$ cat config.mk
export PLATFORM = sky130hd
export DESIGN_NAME = sysreg_access_arbiter_flat
export DESIGN_NICKNAME = d
export VERILOG_FILES = /design/src/rtl/sysreg_access_arbiter_pkg.sv /design/src/rtl/sysreg_access_arbiter_if.sv /design/src/rtl/sysreg_rr_arbiter.sv /design/src/rtl/sysreg_access_arbiter.sv /design/src/flat_wrapper.sv
export SDC_FILE = /design/constraint.sdc
export NUM_CORES = 1
export LEC_CHECK = 0
export ABC_AREA = 1
export CAP_MARGIN = 20
export CORE_MARGIN = 2
export CORE_UTILIZATION = 42
export CTS_CLUSTER_SIZE = 24
export DETAILED_ROUTE_END_ITERATION = 7
export PLACE_DENSITY = 0.82
export RECOVER_POWER = 50
export SLEW_MARGIN = 0
export SYNTH_ARGS = -nofsm -noshare
export SYNTH_HDL_FRONTEND = slang
export SYNTH_SLANG_ARGS = --single-unit
$ cat constraint.sdc
create_clock -name clk -period 1.9 [get_ports clk]
set_input_delay 0.38 -clock clk [delete_from_list [all_inputs] [get_ports clk]]
set_output_delay 0.38 -clock clk [all_outputs]
set_load 0.01 [all_outputs]
$ cat src/rtl/sysreg_access_arbiter_pkg.sv
// Shared types for the system-register star-bus arbiter: command record,
// address field widths and the access FSM state encoding.
package sysreg_access_arbiter_pkg;

    localparam int unsigned REG_WIDTH     = 64;
    localparam int unsigned SREG_GROUP_W  = 5;
    localparam int unsigned SREG_REGNUM_W = 3;
    localparam int unsigned SREG_PLEVEL_W = 2;

    typedef struct packed {
        logic                     wr;
        logic [SREG_GROUP_W-1:0]  group;
        logic [SREG_REGNUM_W-1:0] regnum;
        logic [SREG_PLEVEL_W-1:0] plevel;
        logic [REG_WIDTH-1:0]     wdata;
    } SysRegCmd;

    typedef enum logic [1:0] {
        IDLE,
        ISSUE,
        WAIT,
        DONE
    } SregArbState;

endpackage

$ cat src/rtl/sysreg_access_arbiter_if.sv
// Requester-side handshake and star-bus signals of the sysreg arbiter.
// slave = arbiter view, master = requesters plus the star-bus nodes.
interface sysreg_access_arbiter_if
    import sysreg_access_arbiter_pkg::*;
#(
    parameter int unsigned NREQ   = 2,
    parameter int unsigned DATA_W = 64
);
    logic [NREQ-1:0]                    req;
    logic [NREQ-1:0]                    req_wr;
    logic [NREQ-1:0][SREG_GROUP_W-1:0]  req_group;
    logic [NREQ-1:0][SREG_REGNUM_W-1:0] req_regnum;
    logic [NREQ-1:0][SREG_PLEVEL_W-1:0] req_plevel;
    logic [NREQ-1:0][DATA_W-1:0]        req_wdata;
    logic [NREQ-1:0]                    gnt;
    logic [NREQ-1:0]                    done;
    logic [DATA_W-1:0]                  rsp_rdata;
    logic                               rsp_err;
    logic                               busy;
    logic                               sreg_rd_en;
    logic                               sreg_wr_en;
    logic [SREG_GROUP_W-1:0]            sreg_group;
    logic [SREG_REGNUM_W-1:0]           sreg_regnum;
    logic [SREG_PLEVEL_W-1:0]           sreg_plevel;
    logic [DATA_W-1:0]                  sreg_wr_val;
    logic                               sreg_rd_valid;
    logic [DATA_W-1:0]                  sreg_rd_val;

    modport slave (
        input  req, req_wr, req_group, req_regnum, req_plevel, req_wdata,
        input  sreg_rd_valid, sreg_rd_val,
        output gnt, done, rsp_rdata, rsp_err, busy,
        output sreg_rd_en, sreg_wr_en, sreg_group, sreg_regnum, sreg_plevel, sreg_wr_val
    );

    modport master (
        output req, req_wr, req_group, req_regnum, req_plevel, req_wdata,
        output sreg_rd_valid, sreg_rd_val,
        input  gnt, done, rsp_rdata, rsp_err, busy,
        input  sreg_rd_en, sreg_wr_en, sreg_group, sreg_regnum, sreg_plevel, sreg_wr_val
    );

endinterface

$ cat src/rtl/sysreg_rr_arbiter.sv
// Combinational round-robin pick: one-hot grant to the first requester
// at or after the pointer, wrapping modulo NREQ.
module sysreg_rr_arbiter #(
    parameter  int unsigned NREQ  = 2,
    localparam int unsigned PTR_W = (NREQ > 1) ? $clog2(NREQ) : 1
) (
    input  logic [NREQ-1:0]  req,
    input  logic [PTR_W-1:0] ptr,
    output logic [NREQ-1:0]  grant
);

    logic [PTR_W-1:0] idx;
    logic             found;

    always_comb begin
        grant = '0;
        found = 1'b0;
        idx   = '0;
        for (int unsigned k = 0; k < NREQ; k++) begin
            idx = PTR_W'((32'(ptr) + k) % NREQ);
            if (!found && req[idx]) begin
                grant[idx] = 1'b1;
                found      = 1'b1;
            end
        end
    end

endmodule

$ cat src/rtl/sysreg_access_arbiter.sv
// Shares the system-register star bus between NREQ requesters, one
// transaction at a time, round-robin, with a bounded read wait.
module sysreg_access_arbiter
    import sysreg_access_arbiter_pkg::*;
#(
    parameter int unsigned NREQ    = 2,
    parameter int unsigned TIMEOUT = 16,
    parameter int unsigned DATA_W  = 64
) (
    input logic                    clk,
    input logic                    rst_n,
    sysreg_access_arbiter_if.slave bus
);

    localparam int unsigned PTR_W = (NREQ > 1) ? $clog2(NREQ) : 1;
    localparam int unsigned TMR_W = $clog2(TIMEOUT + 1);

    SregArbState       state, state_nx;
    SysRegCmd          cmd, cmd_nx;
    logic [PTR_W-1:0]  owner, owner_nx;
    logic [PTR_W-1:0]  rr_ptr, rr_ptr_nx;
    logic [PTR_W-1:0]  sel_idx;
    logic [NREQ-1:0]   sel_onehot;
    logic [TMR_W-1:0]  timer, timer_nx;
    logic [DATA_W-1:0] rsp_rdata_q, rsp_rdata_nx;
    logic              rsp_err_q, rsp_err_nx;

    sysreg_rr_arbiter #(.NREQ(NREQ)) u_rr (
        .req   (bus.req),
        .ptr   (rr_ptr),
        .grant (sel_onehot)
    );

    always_comb begin
        sel_idx = '0;
        for (int unsigned i = 0; i < NREQ; i++) begin
            if (sel_onehot[i]) sel_idx = PTR_W'(i);
        end
    end

    always_ff @(posedge clk or negedge rst_n) begin
        if (!rst_n) begin
            state       <= IDLE;
            cmd         <= '0;
            owner       <= '0;
            rr_ptr      <= '0;
            timer       <= '0;
            rsp_rdata_q <= '0;
            rsp_err_q   <= 1'b0;
        end else begin
            state       <= state_nx;
            cmd         <= cmd_nx;
            owner       <= owner_nx;
            rr_ptr      <= rr_ptr_nx;
            timer       <= timer_nx;
            rsp_rdata_q <= rsp_rdata_nx;
            rsp_err_q   <= rsp_err_nx;
        end
    end

    always_comb begin
        state_nx        = state;
        cmd_nx          = cmd;
        owner_nx        = owner;
        rr_ptr_nx       = rr_ptr;
        timer_nx        = timer;
        rsp_rdata_nx    = rsp_rdata_q;
        rsp_err_nx      = rsp_err_q;
        bus.gnt         = '0;
        bus.done        = '0;
        bus.sreg_rd_en  = 1'b0;
        bus.sreg_wr_en  = 1'b0;
        bus.sreg_group  = '0;
        bus.sreg_regnum = '0;
        bus.sreg_plevel = '0;
        bus.sreg_wr_val = '0;

        case (state)
            IDLE: begin
                if (|bus.req) begin
                    owner_nx      = sel_idx;
                    cmd_nx.wr     = bus.req_wr[sel_idx];
                    cmd_nx.group  = bus.req_group[sel_idx];
                    cmd_nx.regnum = bus.req_regnum[sel_idx];
                    cmd_nx.plevel = bus.req_plevel[sel_idx];
                    cmd_nx.wdata  = REG_WIDTH'(bus.req_wdata[sel_idx]);
                    state_nx      = ISSUE;
                end
            end
            ISSUE: begin
                bus.gnt[owner]  = 1'b1;
                bus.sreg_wr_en  = cmd.wr;
                bus.sreg_rd_en  = !cmd.wr;
                bus.sreg_group  = cmd.group;
                bus.sreg_regnum = cmd.regnum;
                bus.sreg_plevel = cmd.plevel;
                bus.sreg_wr_val = DATA_W'(cmd.wdata);
                rr_ptr_nx       = (32'(owner) == NREQ - 1) ? '0 : owner + 1'b1;
                if (cmd.wr) begin
                    rsp_rdata_nx = '0;
                    rsp_err_nx   = 1'b0;
                    state_nx     = DONE;
                end else begin
                    timer_nx = '0;
                    state_nx = WAIT;
                end
            end
            WAIT: begin
                // Response data takes priority over an expiring timer.
                if (bus.sreg_rd_valid) begin
                    rsp_rdata_nx = bus.sreg_rd_val;
                    rsp_err_nx   = 1'b0;
                    state_nx     = DONE;
                end else begin
                    timer_nx = (timer == '1) ? timer : timer + 1'b1;
                    if (timer == TMR_W'(TIMEOUT - 1)) begin
                        rsp_rdata_nx = '0;
                        rsp_err_nx   = 1'b1;
                        state_nx     = DONE;
                    end
                end
            end
            DONE: begin
                bus.done[owner] = 1'b1;
                state_nx        = IDLE;
            end
            default: state_nx = IDLE;
        endcase
    end

    assign bus.busy      = (state != IDLE);
    assign bus.rsp_rdata = rsp_rdata_q;
    assign bus.rsp_err   = rsp_err_q;

endmodule

$ cat src/flat_wrapper.sv
// flat-port wrapper written by rule: the top's interface ports become plain ports
module sysreg_access_arbiter_flat import sysreg_access_arbiter_pkg::*;
#(
    parameter int unsigned NREQ    = 2,
    parameter int unsigned TIMEOUT = 16,
    parameter int unsigned DATA_W  = 64
)
  (clk, rst_n, bus_req, bus_req_wr, bus_req_group, bus_req_regnum, bus_req_plevel, bus_req_wdata, bus_sreg_rd_valid, bus_sreg_rd_val, bus_gnt, bus_done, bus_rsp_rdata, bus_rsp_err, bus_busy, bus_sreg_rd_en, bus_sreg_wr_en, bus_sreg_group, bus_sreg_regnum, bus_sreg_plevel, bus_sreg_wr_val);
  sysreg_access_arbiter_if #(.NREQ(NREQ), .DATA_W(DATA_W)) bus_i ();
  input logic clk;
  input logic rst_n;
  input wire logic [$bits(bus_i.req)-1:0] bus_req;
  input wire logic [$bits(bus_i.req_wr)-1:0] bus_req_wr;
  input wire logic [$bits(bus_i.req_group)-1:0] bus_req_group;
  input wire logic [$bits(bus_i.req_regnum)-1:0] bus_req_regnum;
  input wire logic [$bits(bus_i.req_plevel)-1:0] bus_req_plevel;
  input wire logic [$bits(bus_i.req_wdata)-1:0] bus_req_wdata;
  input wire logic [$bits(bus_i.sreg_rd_valid)-1:0] bus_sreg_rd_valid;
  input wire logic [$bits(bus_i.sreg_rd_val)-1:0] bus_sreg_rd_val;
  output wire logic [$bits(bus_i.gnt)-1:0] bus_gnt;
  output wire logic [$bits(bus_i.done)-1:0] bus_done;
  output wire logic [$bits(bus_i.rsp_rdata)-1:0] bus_rsp_rdata;
  output wire logic [$bits(bus_i.rsp_err)-1:0] bus_rsp_err;
  output wire logic [$bits(bus_i.busy)-1:0] bus_busy;
  output wire logic [$bits(bus_i.sreg_rd_en)-1:0] bus_sreg_rd_en;
  output wire logic [$bits(bus_i.sreg_wr_en)-1:0] bus_sreg_wr_en;
  output wire logic [$bits(bus_i.sreg_group)-1:0] bus_sreg_group;
  output wire logic [$bits(bus_i.sreg_regnum)-1:0] bus_sreg_regnum;
  output wire logic [$bits(bus_i.sreg_plevel)-1:0] bus_sreg_plevel;
  output wire logic [$bits(bus_i.sreg_wr_val)-1:0] bus_sreg_wr_val;
  assign bus_i.req = bus_req;
  assign bus_i.req_wr = bus_req_wr;
  assign bus_i.req_group = bus_req_group;
  assign bus_i.req_regnum = bus_req_regnum;
  assign bus_i.req_plevel = bus_req_plevel;
  assign bus_i.req_wdata = bus_req_wdata;
  assign bus_i.sreg_rd_valid = bus_sreg_rd_valid;
  assign bus_i.sreg_rd_val = bus_sreg_rd_val;
  assign bus_gnt = bus_i.gnt;
  assign bus_done = bus_i.done;
  assign bus_rsp_rdata = bus_i.rsp_rdata;
  assign bus_rsp_err = bus_i.rsp_err;
  assign bus_busy = bus_i.busy;
  assign bus_sreg_rd_en = bus_i.sreg_rd_en;
  assign bus_sreg_wr_en = bus_i.sreg_wr_en;
  assign bus_sreg_group = bus_i.sreg_group;
  assign bus_sreg_regnum = bus_i.sreg_regnum;
  assign bus_sreg_plevel = bus_i.sreg_plevel;
  assign bus_sreg_wr_val = bus_i.sreg_wr_val;
  sysreg_access_arbiter #(.NREQ(NREQ), .TIMEOUT(TIMEOUT), .DATA_W(DATA_W)) u_core (.clk(clk), .rst_n(rst_n), .bus(bus_i));
endmodule
After elaboration in Yosys (flattened, before gate mapping)
Cells that the tools add are included.
{"block": "op_classes", "order_cmp": 7, "reduce_logical": 14, "n_mux": 50, "bitwise": 1, "n_eq_ne": 11, "addsub": 3}
{"operator": "$mux W64", "n": 6}
{"operator": "$pmux W64 S2", "n": 1}
{"operator": "$mux W5", "n": 6}
{"operator": "$mux W2", "n": 10}
{"operator": "$mux W1", "n": 18}
{"operator": "$pmux W5 S2", "n": 1}
{"operator": "$mux W3", "n": 3}
{"operator": "$lt A1 B2 Y1 const B", "n": 4}
{"operator": "$pmux W2 S4", "n": 1}
{"operator": "$ne A2 B2 Y1 const B", "n": 3}
{"operator": "$add A5 B1 Y5 const B", "n": 1}
{"operator": "$eq A5 B4 Y1 const B", "n": 1}
{"operator": "$eq A5 B5 Y1 const B", "n": 1}
{"operator": "$eq A2 B2 Y1 const B", "n": 2}
{"operator": "$logic_and A1 B1 Y1", "n": 4}
{"operator": "$ne A2 B1 Y1 const B", "n": 2}
{"operator": "$reduce_and A2 Y1", "n": 2}
{"operator": "$reduce_and A4 Y1", "n": 1}
{"operator": "$reduce_bool A2 Y1", "n": 2}
{"operator": "$demux W1 S1", "n": 3}
{"operator": "$ge A1 B1 Y1 const B", "n": 3}
{"operator": "$ne A3 B2 Y1 const B", "n": 1}
{"operator": "$reduce_and A3 Y1", "n": 1}
{"operator": "$add A1 B1 Y1 const B", "n": 2}
{"operator": "6 further kinds", "n": 7}
{"block": "totals", "regBits": 149, "in_bits": 219, "output_inout_bits": 146}

Logic depth before layout (Yosys ltp)
Gate-level depths: netlist (run 1).
{"block": "logic_depth", "depth_word": 10, "ltp_mapped": 11, "ltp_nobuf": 9}

Modules after synthesis
From an unflattened synthesis (run 1), not the netlist that was laid out.
{"block": "hier_totals", "hier_cells": 938, "hier_area_um2": 7677.4}
{"mod": "sysreg_access_arbiter", "area_per_inst_um2": 7649.8, "instances": 1, "cells_per_inst": 934, "seq_area_each_um2": 3728.6}
{"mod": "sysreg_rr_arbiter", "area_per_inst_um2": 27.5, "instances": 1, "cells_per_inst": 4, "seq_area_each_um2": 0.0}

Least setup slack after synthesis (run 1)
OpenSTA, ideal clock, no wires.
{"block": "synth_path", "path_kind": "flip-flop to output port", "startpoint": "register u_core.state[1]", "endpoint": "output port bus_sreg_wr_val[17]", "arrival_ns": 1.369, "required_ns": 1.520, "path_stages_with_launch": 8, "path_slack_ns": 0.151, "n_path_buf": 3, "cell_sequence": "dfrtp_1 > inv_1 > ha_1 > buf_6 > buf_2 > buf_1 > nand2_1 > inv_1"}
{"block": "synth_via", "elab_chain_cells": 2}
{"element": "start, declared", "line_no": "sysreg_access_arbiter.sv:18", "text": "SregArbState state, state_nx;"}
{"element": "start signal, assigned", "line_no": "sysreg_access_arbiter.sv:51", "text": "state <= state_nx;"}
{"element": "$eq A2 B1 Y1", "line_no": "sysreg_access_arbiter.sv:78", "text": "case (state)"}
{"element": "$mux W64", "line_no": "sysreg_access_arbiter.sv:78"}
{"element": "end, declared", "line_no": "flat_wrapper.sv:30", "text": "output wire logic [$bits(bus_i.sreg_wr_val)-1:0] bus_sreg_wr_val;"}
Every way passes these cells.

Final worst setup path (run 1)
{"block": "layout_path", "startpoint": "register u_core.state[1]", "endpoint": "output port bus_sreg_rd_en"}
{"block": "layout_via", "elab_chain_cells": 2}
{"element": "$eq A2 B1 Y1", "line_no": "sysreg_access_arbiter.sv:78"}
{"element": "$mux W1", "line_no": "sysreg_access_arbiter.sv:78"}
{"element": "end, declared", "line_no": "flat_wrapper.sv:25", "text": "output wire logic [$bits(bus_i.sreg_rd_en)-1:0] bus_sreg_rd_en;"}
Every way passes these cells.

==> results of run 1 <==
-- report_power, final --
part / internal, uW / switching (uW) / leakage (uW) / total, uW
combinational: 5420 / 5550 / 0.00506 / 11000
sequential: 4610 / 945 / 0.00192 / 5560
clock: 2110 / 1460 / 0.000296 / 3570
total: 12100 / 7960 / 0.00728 / 20100
-- layer usage --
layer | vias to the layer above | track usage (%)
li1 | 4176 | -
met1 | 3927 | 33.3
met2 | 360 | 47.8
met3 | 79 | 4.99
met4 | 0 | 12.3
met5 | - | 0
-- cell type report --
| cell class | count | share of cell area, % |
|---|---|---|
| Antenna cell | 2 | 0.0377 |
| Tap cell | 229 | 2.16 |
| Clock buffer | 18 | 3.23 |
| Timing Repair Buffer | 447 | 34.6 |
| Clock inverter | 14 | 1.42 |
| Inverter | 241 | 6.95 |
| Sequential cell | 149 | 28.1 |
| Multi-Input combinational cell | 701 | 23.6 |
-- through the flow --
stage          power (uW)  instances
2_1_floorplan        9630       1152
3_3_place_gp        14000       1721
3_5_place_dp        14200       1721
4_1_cts             18300       1777
5_1_grt             21300       1801
6_report            20100       1801
-- placed cells by master, fill, tap and decap left out, drive strengths merged --
cell type	instances
a21oi	3
buf	154
bufinv	3
clkbuf	28
clkdlybuf4s50	282
clkinv	2
clkinvlp	3
dfrtp	149
diode	2
dlygate4sd3	1
ha	8
inv	247
nand2	523
nand3	80
nand3b	1
nand4	1
nor2	8
o21ai	76
or2	1
-- repair_timing --
action                                 4_1_cts  5_1_grt
hold buffers                                 1        0
setup buffers                               21       19
cloned                                       2       10
endpoints found under the hold margin       42        0
gates resized for setup                    374      129
setup endpoints to repair                   81      224
pin swaps                                    4       12
-- worst max-delay path, delay by kind of cell, from the launching register on --
kind	cells	cell delay, ps
flops	1	390
buf+inv	5	490
fa+ha+maj	1	220
simple gates	1	170
-- sequential cells by signal, indices dropped and copies added (netlist names) --
register	cells
u_core.bus.rsp_err	1
u_core.bus.rsp_rdata	64
u_core.rr_ptr	1
u_core.owner	1
u_core.state	2
u_core.timer	5
u_core.cmd	75
-- cells by family (layout without fill, tap and decap cells) --
logic type / Yosys count / in the layout
simple gates: 613 / 614
buf+inv: 303 / 720
flops: 149 / 149
compound gates: 79 / 79
fa+ha+maj: 8 / 8
other cells: 0 / 2
-- Yosys cell counts (all sizes together) --
cell type	count
a21oi	3
nand2	522
nand3b	1
nor2	8
nand3	80
or2	1
buf	40
clkbuf	22
inv	241
o21ai	76
ha	8
nand4	1
dfrtp	149
-- path summary, 6_finish.rpt --
kind,end,depth (start not counted)
worst min-delay path,u_core.cmd[39]$_DFFE_PN0P_,2
worst max-delay path,bus_sreg_rd_en,7
worst min register to register,u_core.cmd[39]$_DFFE_PN0P_,2
worst max register to register,u_core.bus.rsp_rdata[25]$_DFFE_PN0P_,10
max in group asynchronous,u_core.cmd[67]$_DFFE_PN0P_,3
min in group asynchronous,u_core.cmd[37]$_DFFE_PN0P_,2
==> results_dict.tcl, run 1 <==
set metrics [dict create \
    row_count 49 \
    synth_mux_area_share_pct 0 \
    die_w_um 141 \
    synth_area_um2 7850 \
    cts_tree "done" \
    first_global_vias 8278 \
    postSynthCellCount 1152 \
    status "complete, but fails checks" \
    maxCapViolations 0 \
    setup_viol 64 \
    violations "setup timing" \
    root_buffer "clkbuf_16" \
    synth-seq-area-share_pct 47.5 \
    crit_path_end_kind "output pin" \
    hp-start "u_core.cmd[39]$_DFFE_PN0P_" \
    worstSetupPathType "flop to output pin" \
    synthTopCellsByArea "dfrtp_1, nand2_1, inv_1" \
    place_ws_ps -129 \
    finalWirelength_um 29100 \
    ir_drop_uv 933 \
    cts.path.max_buffers 2 \
    fill_cells 1364 \
    grt_max_degree 77 \
    crit_start "u_core.state[1]$_DFFE_PN0P_" \
    grt_usage_pct 27.5 \
    synth_adder_area_share_pct 1.28 \
    antenna_found_initial 2 \
    post-route-util_pct 73.2 \
    register_area_um2 3730 \
    worstPathCellList "inv_2, ha_4, buf_6, buf_6, inv_6, nor2_4, buf_6" \
    min_period_ps 2060 \
    yosysTopAreaCellShare_pct 47.5 \
    synth_area_leader_cell "dfrtp_1" \
    cpMostUsedCell "buf_6" \
    drt_iter0_markers 561 \
    multi_input_area_um2 3130 \
    drv_slew 0 \
    core_area_um2 18100 \
    wl_per_cell_um 16.1 \
    wl_met3_um 1850 \
    fp.dieH_um 141 \
    fin_tns_setup_ps -4460 \
    fin_nets 1784 \
    r2r_slack_ps 20 \
    syn_avg_cell_area_um2 6.81 \
    grt-ovfl-total 0 \
    drc 0 \
    rsz0062_at_grt "yes" \
    crit_slowest_cell "dfrtp_1" \
    whs_ps 479 \
    synth_xor_area_share_pct 0 \
    hpwlAfterDp_um 19100 \
    cts_num_sinks 149 \
    clk_latency_ps 420 \
    grt_pass1_wl_um 43000 \
    p_leak_uw 0.00728 \
    syn_to_final_growth_pct 69.4 \
    ys_ff_latch 149 \
    synth_warnings 0 \
    cts_max_level 4 \
    io_pins 365 \
    synth_fp_nets 1379 \
    maxSlewHeadroom_pct 16.7 \
    viasPerCell 4.74 \
    skew_ps 10.4 \
    numCtsBuffers 17 \
    cp_max_fo 7 \
    min_period_over_period_pct 109 \
    gp_congestion 0.902 \
    fin_ws_ps -162 \
    worst_slew_pin_slew_ps 1250 \
    powerDensity_nw_per_um2 1510 \
    slowest_delay_ps 390 \
    synth_simple_gate_area_share_pct 30.8 \
    initial_core_util_pct 43.2 \
    drive_gt1_share_pct 18.2 \
    clk_pin_slew_ps 60 \
    reg2reg_from "u_core.timer[1]$_DFFE_PN0P_" \
    drtAntennaViolNets 0 \
    required_ps 1520 \
    synth_top_family_by_area "simple AND/OR/NAND/NOR gates" \
    hold_class "flop to flop" \
    die-area_um2 19800 \
    wl_met1_um 11200 \
    post_dp_cell_area_um2 12000 \
    fmax_mhz 485 \
    final_cell_area_um2 13300 \
    met2_length_um 14800 \
    start_kind "flop" \
    cp.arrival_ps 1680 \
    firstDrtPassIters 5 \
    synth_compound_area_share_pct 5.14 \
    hold_viol 0 \
    ys_types 22 \
    highest_layer "met4" \
    vias 8542 \
    io_buffers 364 \
]
No activity file was read; power rests on OpenSTA's default activity.
==> inputs of run 2 (changes only) <==
CORE_AREA = 2 2 143 145   (was default)
CORE_MARGIN = default   (was 2)
CORE_UTILIZATION = default   (was 42)
DIE_AREA = 0 0 145 147   (was default)
PLACE_DENSITY = 0.77   (was 0.82)
SYNTH_HIERARCHICAL = 1   (was default)
==> run 2 against run 1 <==
Against the previous run: count of clock-buffer cells in the layout increased by 1; power increased by 3.6%; clock skew increased by 4.9 ps; final cell count decreased by 10%; area after synthesis decreased by 2.3%; combinational power increased by 6%; synthesized cell count decreased by 19%; global-route usage decreased by 3.6 points; sequential power increased by 3%; the flow still finishes with violations (setup timing); largest power group unchanged; non-clock buffer count decreased by 5; sequential cell count unchanged; hold slack about the same.
==> results_dict.tcl, run 2 <==
set metrics [dict create \
    powerDensity_nw_per_um2 1560 \
    required_ps 1520 \
    slowest_delay_ps 420 \
    setup_viol 72 \
    core_area_um2 19800 \
    reg2reg_depth 11 \
    drtAntennaViolNets 0 \
    cts_max_level 4 \
    synth_warnings 6 \
    cpMostUsedCell "buf_12" \
    syn_avg_cell_area_um2 8.18 \
    reg2reg_from "u_core/state[1]$_DFFE_PN0P_" \
    ir_drop_uv 713 \
    cts.path.max_buffers 2 \
    timing.rr.end "u_core/bus.rsp_rdata[35]$_DFFE_PN0P_" \
    highest_layer "met4" \
    hp-start "u_core/cmd[3]$_DFFE_PN0P_" \
    grt_max_degree 61 \
    cts_num_sinks 149 \
    finalNonFillerCells 1620 \
    die_w_um 145 \
    whs_ps 480 \
    gp_congestion 0.819 \
    fill_cells 1600 \
    hold_depth 2 \
    fp.dieH_um 147 \
    fin_nets 1564 \
    maxCapViolations 0 \
    drive_gt1_share_pct 27.8 \
    postSynthCellCount 937 \
    firstDrtPassIters 5 \
    worstSetupPathType "flop to output pin" \
    hold_class "flop to flop" \
    finalPower_uw 20800 \
    row_count 52 \
    die-area_um2 21300 \
    synth_area_um2 7670 \
    clk_latency_ps 430 \
    worstPathCellList "ha_4, buf_12, buf_16, buf_12, nand2_2, inv_1, buf_2" \
    finalWirelength_um 27200 \
    crit_slowest_cell "dfrtp_1" \
    fin_ws_ps -143 \
    drc 0 \
    crit_path_end_kind "output pin" \
    wl_met3_um 2010 \
    min_period_ps 2040 \
    mostFrequentLayoutCell "nand2_1" \
    start_kind "flop" \
    io_pins 365 \
    register_area_um2 3730 \
    root_buffer "clkbuf_16" \
    worst_slew_pin_slew_ps 931 \
    numCtsBuffers 17 \
    grt-ovfl-total 0 \
    rsz0062_at_grt "yes" \
    drt_iter0_markers 350 \
    wl_per_cell_um 16.8 \
    cp.arrival_ps 1660 \
    cp_max_fo 4 \
    antenna_found_initial 0 \
    min_period_over_period_pct 108 \
    skew_ps 15.3 \
    grt_pass1_wl_um 40400 \
    hold_viol 0 \
    r2r_slack_ps 0 \
    drv_slew 0 \
    clk_pin_slew_ps 60 \
    top_register "u_core/cmd" \
    status "complete, but fails checks" \
    largest_reg_flops 75 \
    hpwlAfterDp_um 17500 \
    maxSlewHeadroom_pct 37.9 \
    violations "setup timing" \
    synth_fp_nets 1164 \
    cts_tree "done" \
    first_global_vias 7665 \
    p_leak_uw 0.00653 \
    grt_usage_pct 23.9 \
    hold_end "u_core/cmd[3]$_DFFE_PN0P_" \
    place_inst 1541 \
    wl_met1_um 10400 \
    viasPerCell 4.80 \
    fmax_mhz 489 \
    multi_input_area_um2 3570 \
    layout_common_cells "nand2_1, clkdlybuf4s50_1, dfrtp_1, o211ai_1, buf_6" \
    place_ws_ps -124 \
    num_antenna_cells 0 \
    initial_core_util_pct 38.6 \
    io_buffers 364 \
    syn_to_final_growth_pct 73.8 \
    met2_length_um 13900 \
    vias 7777 \
]
==> run 2: area by class of cell <==
type,instances,share of cell area [%]
Timing Repair Buffer,442,35.6
Sequential cell,149,28.0
Multi-Input combinational cell,633,26.8
Clock buffer,19,3.32
Inverter,94,2.74
Tap cell,270,2.54
Clock inverter,13,1.03
==> run 2: per-stage QoR <==
stage / util (%) / TNS, ps / area [um2]
after floorplan: - / 0 / 7670
after detailed placement: 59.0 / -6480 / 11700
after global routing: 67.1 / -15400 / 13300
after CTS: 62.7 / -8690 / 12400
after global placement: 59.0 / -3630 / 11700
final: 67.1 / -5340 / 13300
==> run 2: power by group <==
| part | switching, uW | internal (uW) | leakage (uW) |
|---|---|---|---|
| Sequential | 1100 | 4610 | 0.00192 |
| Combinational | 5820 | 5920 | 0.00432 |
| Clock | 1480 | 1890 | 0.000286 |
==> run 2: how the worst max path moves through the flow <==
| stage | start | endpoint | slack [ps] | cells after the start |
|---|---|---|---|---|
| 2_1_floorplan | u_core/state[1]$_DFFE_PN0P_ | bus_sreg_regnum[0] | 250 | 7 |
| 3_3_place_gp | u_core/state[1]$_DFFE_PN0P_ | bus_sreg_wr_val[25] | -100 | 6 |
| 3_5_place_dp | u_core/state[1]$_DFFE_PN0P_ | bus_sreg_wr_val[45] | -120 | 6 |
| 4_1_cts | u_core/state[1]$_DFFE_PN0P_ | bus_gnt[1] | -190 | 7 |
| 5_1_grt | u_core/state[1]$_DFFE_PN0P_ | bus_sreg_rd_en | -230 | 7 |
| 6_report | u_core/state[0]$_DFFE_PN0P_ | bus_sreg_wr_val[16] | -140 | 7 |
==> run 2: worst max-delay path: cells and delay by family, from the launching register on <==
kind | cells | cell delay [ps]
AND/OR/NAND/NOR | 1 | 40
buffers and inverters | 5 | 570
adder cells (fa/ha/maj) | 1 | 210
flip-flops | 1 | 420
==> run 2: repair_timing <==
action / 4_1_cts / 5_1_grt
setup endpoints to repair: 81 / 192
hold buffers: 1 / 0
gates resized for setup: 342 / 173
setup buffers: 11 / 20
hold endpoints to repair: 30 / 0
cloned: 5 / 12
pin swaps: 1 / 7
==> run 2: layer usage <==
| metal | vias up | global-route usage, % |
|---|---|---|
| met4 | 0 | 9.90 |
| met3 | 49 | 6.61 |
| met2 | 342 | 40.7 |
| li1 | 3733 | - |
| met5 | - | 0 |
| met1 | 3653 | 28.6 |
